==> src/rtl/biriscv_alu_pipe.sv <==
// Pipelined integer ALU for the execute stage.
// WIDTH-bit datapath (32 or 64) with a 1- or 2-stage valid/ready elastic
// pipeline. An opaque tag rides alongside each op, and flush_i kills
// everything in flight for mispredict recovery.
module biriscv_alu_pipe #(
  parameter int unsigned WIDTH       = 32,
  parameter int unsigned PIPE_STAGES = 1,
  parameter int unsigned TAG_W       = 4
) (
  input  logic             clk_i,
  input  logic             rst_ni,
  input  logic             flush_i,
  input  logic             in_valid_i,
  output logic             in_ready_o,
  input  logic [3:0]       alu_op_i,
  input  logic [WIDTH-1:0] alu_a_i,
  input  logic [WIDTH-1:0] alu_b_i,
  input  logic [TAG_W-1:0] in_tag_i,
  output logic             out_valid_o,
  input  logic             out_ready_i,
  output logic [WIDTH-1:0] out_result_o,
  output logic [TAG_W-1:0] out_tag_o
);

  localparam int unsigned SHW = $clog2(WIDTH);

  // Result function shared by both pipeline depths.
  function automatic logic [WIDTH-1:0] alu_calc(input logic [3:0]       op,
                                                input logic [WIDTH-1:0] a,
                                                input logic [WIDTH-1:0] b);
    logic [SHW-1:0]   sh;
    logic [SHW:0]     sh_inv;
    logic             lt_s;
    logic             lt_u;
    logic [WIDTH-1:0] res;
    sh     = b[SHW-1:0];
    // Complementary rotate amount; equals WIDTH when sh is 0, and a shift by
    // WIDTH yields 0, so rotate-by-0 returns A unchanged.
    sh_inv = (SHW+1)'(WIDTH) - {1'b0, sh};
    lt_s   = $signed(a) < $signed(b);
    lt_u   = a < b;
    res    = a;
    case (op)
      4'd0:    res = a;
      4'd1:    res = a << sh;
      4'd2:    res = a >> sh;
      4'd3:    res = $signed(a) >>> sh;
      4'd4:    res = a + b;
      4'd5:    res = (a << sh) | (a >> sh_inv);
      4'd6:    res = a - b;
      4'd7:    res = a & b;
      4'd8:    res = a | b;
      4'd9:    res = a ^ b;
      4'd10:   res = {{(WIDTH-1){1'b0}}, lt_u};
      4'd11:   res = {{(WIDTH-1){1'b0}}, lt_s};
      4'd12:   res = (a >> sh) | (a << sh_inv);
      4'd13:   res = lt_s ? a : b;
      4'd14:   res = lt_s ? b : a;
      default: res = a;
    endcase
    return res;
  endfunction

  // Output stage state.
  logic             r_out_valid;
  logic [WIDTH-1:0] r_out_result;
  logic [TAG_W-1:0] r_out_tag;

  // Handshake and output-stage load path.
  logic             w_accept;
  logic             w_out_adv;
  logic             w_load;
  logic [WIDTH-1:0] w_load_result;
  logic [TAG_W-1:0] w_load_tag;

  assign w_accept  = in_valid_i & in_ready_o & ~flush_i;
  // Output stage can take new content when empty or being drained.
  assign w_out_adv = ~r_out_valid | out_ready_i;

  assign out_valid_o  = r_out_valid;
  assign out_result_o = r_out_result;
  assign out_tag_o    = r_out_tag;

  // Output stage: reset clears, flush kills, otherwise refill on advance.
  always_ff @(posedge clk_i) begin
    if (!rst_ni) begin
      r_out_valid  <= 1'b0;
      r_out_result <= '0;
      r_out_tag    <= '0;
    end else if (flush_i) begin
      r_out_valid <= 1'b0;
    end else if (w_out_adv) begin
      r_out_valid <= w_load;
      if (w_load) begin
        r_out_result <= w_load_result;
        r_out_tag    <= w_load_tag;
      end
    end
  end

  if (PIPE_STAGES == 1) begin : g_one_stage
    // Compute straight from the inputs into the output stage.
    assign in_ready_o    = w_out_adv;
    assign w_load        = w_accept;
    assign w_load_result = alu_calc(alu_op_i, alu_a_i, alu_b_i);
    assign w_load_tag    = in_tag_i;
  end else begin : g_two_stage
    logic             r_s1_valid;
    logic [3:0]       r_s1_op;
    logic [WIDTH-1:0] r_s1_a;
    logic [WIDTH-1:0] r_s1_b;
    logic [TAG_W-1:0] r_s1_tag;
    logic             w_s1_adv;

    assign w_s1_adv      = ~r_s1_valid | w_out_adv;
    assign in_ready_o    = w_s1_adv;
    assign w_load        = r_s1_valid;
    assign w_load_result = alu_calc(r_s1_op, r_s1_a, r_s1_b);
    assign w_load_tag    = r_s1_tag;

    // Operand stage: capture accepted ops, hold while the output stage stalls.
    always_ff @(posedge clk_i) begin
      if (!rst_ni) begin
        r_s1_valid <= 1'b0;
        r_s1_op    <= '0;
        r_s1_a     <= '0;
        r_s1_b     <= '0;
        r_s1_tag   <= '0;
      end else if (flush_i) begin
        r_s1_valid <= 1'b0;
      end else if (w_s1_adv) begin
        r_s1_valid <= w_accept;
        if (w_accept) begin
          r_s1_op  <= alu_op_i;
          r_s1_a   <= alu_a_i;
          r_s1_b   <= alu_b_i;
          r_s1_tag <= in_tag_i;
        end
      end
    end
  end

endmodule

==> config.mk <==
export PLATFORM = sky130hd
export DESIGN_NAME = biriscv_alu_pipe
export DESIGN_NICKNAME = d
export VERILOG_FILES = /design/src/rtl/biriscv_alu_pipe.sv
export SDC_FILE = /design/constraint.sdc
export NUM_CORES = 1
export LEC_CHECK = 0
export ABC_CLOCK_PERIOD_IN_PS = 6200
export CAP_MARGIN = 40
export CORE_MARGIN = 2
export CORE_UTILIZATION = 30
export DETAILED_ROUTE_END_ITERATION = 10
export RECOVER_POWER = 100
export SLEW_MARGIN = 0
export SYNTH_ARGS = -nofsm -noshare
export SYNTH_HDL_FRONTEND = slang
export SYNTH_SLANG_ARGS = --single-unit
==> constraint.sdc <==
create_clock -name clk_i -period 6.2 [get_ports clk_i]
set_clock_uncertainty 0.05 [all_clocks]
set_input_delay 0.62 -clock clk_i [delete_from_list [all_inputs] [get_ports clk_i]]
set_output_delay 0.62 -clock clk_i [all_outputs]
set_load 0.01 [all_outputs]
==> results.toml <==
[run_status]
status = "finished clean"

[place]
numPortBuffers = 114
routabilityCongestion = 1.09
dp_slack_ps = 870
detailed_place.area_um2 = 18900
dpl.hpwl_um = 99300

[grt]
grt_pass1_wl_um = 172000
grt_remaining_overflow = 0
first_global_vias = 20500
antenna_found_initial = 8
grt_use_total_pct = 43.9
grt_start_max_net_pins = 78

[worst_hold_path]
min_path_type = "flip-flop to flip-flop"

[sta]
tightest_slew_ps = 1050
final-hold-violation-count = 0
maxSlewViolCount = 0
setup_ws_ps = 725
period_minus_slack_ps = 5470
rsz0062_at_grt = "no"
setup_viol = 0
max_freq_ghz = 0.183
fin_setup_tns_ps = 0
period_share_pct = 88.3
relSlewSlack_pct = 29.9

[power_and_ir_drop]
p_leak_nw = 7.48
power.density_nw_per_um2 = 144
vdd_drop_max_uv = 104
power_mw = 2.75

[detailed_routing]
drc = 0
drt-total-wl_um = 127000
firstDrtPassIters = 6
drt_iter0_drc = 3192
wl_per_cell_um = 42.2
vias = 22000
antenna_left = 0
viasPerCell = 7.27

[cts]
cts.htree.levels = 2
post_cts_buffers = 0
clkLatencyLatePin_ps = 310
hold_buffers = 0
cts.repair.resized = 0
cts_sinks = 37
cts_tree = "yes"
clockBufferDepth = 2
root_buffer = "clkbuf_16"
cts_made_buffers = 5
clkTransAtPathRegs_ps = 70

[setup_path]
arrival_ps = 5610
start_kind = "primary input"
crit_type = "primary input to flip-flop"
slowest_delay_ps = 670
crit_chain = "dlygate4sd3_1, inv_1, ha_1, clkinv_1, a21oi_1, nand2_1, or2_2, o21ai_0, a31oi_1, and2_0, a2111oi_0, a211oi_1"
path_buf_inv = 3
critPathMaxFanout = 17
cp_top_family = "compound AO/OA/AOI/OAI gates"
critPathSlowestCell = "and2_0"
crit_required_ps = 6330
crit_path_end_kind = "flip-flop"

[logic_synthesis]
avgSynthCellArea_um2 = 7.28
synth-async-reset-ratio_pct = 0
yosysUniqueCellTypes = 87
synth_fp_nets = 2414
ys_seq_elements = 37
synth_edf_count = 0
yosysWarnings = 0
ys.flop_type = "dfxtp_1"
synth-seq-area-share_pct = 4.56
netlist_instances = 2232
syn-cell-area_um2 = 16300

[final_layout]
num-fill-cells = 5803
final_common_cell = "nor2_1"
drive_gt1_share_pct = 17.7
nets = 2502
final_cell_mix = "208 x nor2_1, 184 x nand2_1, 178 x buf_4"
design_area_um2 = 19000
area_delta_synth_final_pct = 17.1

[floorplan]
initial_utilization_pct = 30.3
die_w_um = 237
row_count = 85
die_h_um = 237
die-area_um2 = 56100
num_io_pins = 115
core_region_area_um2 = 53700

[run]
maxCapViolations = 0
==> metrics by stage <==
stage	cells	hold WS, ps	util [%]
after floorplan	2232	431	-
after global placement	3001	393	35.1
after detailed placement	3007	402	35.1
after CTS	3014	414	35.4
after global routing	3016	435	35.4
final	3023	414	35.5
==> routing by layer <==
metal / up-vias / global-route usage, % / routed length, um
met4: 10 / 32.6 / 11600
met5: - / 0 / 68
li1: 8804 / - / -
met1: 10900 / 54.2 / 48000
met3: 467 / 9.33 / 13200
met2: 1808 / 67.5 / 54600
==> worst register-to-register path: stages, from the launching register on <==
cell and delay [ps]:
dfxtp_1 300, nor2b_1 160, nor3b_2 490, nor2_2 60
buf_4 280, a221oi_1 520, o221ai_1 240, a2111oi_0 410
o211ai_1 260, a2111oi_0 380, a211oi_1 130
==> flip-flops by register name (all words and copies together), names as in the netlist <==
signal / count
out_result_o: 32
out_tag_o: 4
out_valid_o: 1
==> cell families (layout without fill, tap and decap cells) <==
logic type	count (synthesis)	count (layout)	share of synthesized area, %
buffers and inverters	339	427	8.38
flip-flops	37	37	4.56
XOR/XNOR	21	21	1.13
AO/OA/AOI/OAI	767	767	32.5
adder cells (fa/ha/maj)	105	105	8.17
multiplexers	231	231	23.4
other	0	7	0
AND/OR/NAND/NOR	732	732	21.9
==> cell type report <==
cell class	count	area, um^2	share of cell area (%)
well taps	696	871	4.57
flip-flops and latches	37	741	3.89
clock buffers	6	139	0.729
repair buffers	302	2560	13.5
diodes	7	17.5	0.0920
clock inverters	1	7.51	0.0394
inverters	118	443	2.33
multi-input cells	1856	14300	74.9
==> worst paths after layout <==
kind                      from               end  slack, ps  depth (start not counted)
hold reg to reg   out_tag_o[1]      out_tag_o[1]        410                          2
hold / removal    out_tag_o[1]      out_tag_o[1]        410                          2
setup reg to reg   out_valid_o  out_result_o[30]       2800                         10
setup / recovery   alu_b_i[11]  out_result_o[30]        730                         12
==> cell usage after synthesis, types with 18 or more instances <==
master / n / area share (%)
o221ai_1: 28 / 1.5
mux4_2: 110 / 15
mux2i_1: 80 / 4.9
nor2b_1: 26 / 1.0
buf_1: 26 / 0.60
nor3_1: 59 / 1.8
or2_2: 22 / 0.85
or3_1: 19 / 0.73
nor2_1: 209 / 4.8
mux2_2: 37 / 2.6
o21a_1: 21 / 0.97
a21oi_1: 173 / 5.3
nand3_1: 62 / 1.9
and3_1: 21 / 0.81
o22ai_1: 25 / 0.96
a21o_1: 29 / 1.3
a221oi_1: 20 / 1.1
o21ai_0: 125 / 3.8
nand2_1: 185 / 4.3
buf_2: 36 / 1.1
a31oi_1: 37 / 1.4
nand2b_1: 23 / 0.89
o211ai_1: 44 / 2.0
inv_1: 114 / 2.6
clkbuf_1: 150 / 3.5
dfxtp_1: 37 / 4.6
nor4_1: 18 / 0.69
ha_1: 103 / 7.9
a211oi_1: 52 / 2.4
nand4_1: 23 / 0.89
xnor2_1: 19 / 1.0
==> power breakdown <==
group          switching (mW)  internal, mW  total [mW]  leakage (nW)
Clock                   0.144         0.159       0.304        0.0690
Sequential             0.0242         0.260       0.284         0.304
Combinational            1.43         0.730        2.16          7.11
Total                    1.60          1.15        2.75          7.48
No activity file was read; power rests on OpenSTA's default activity.
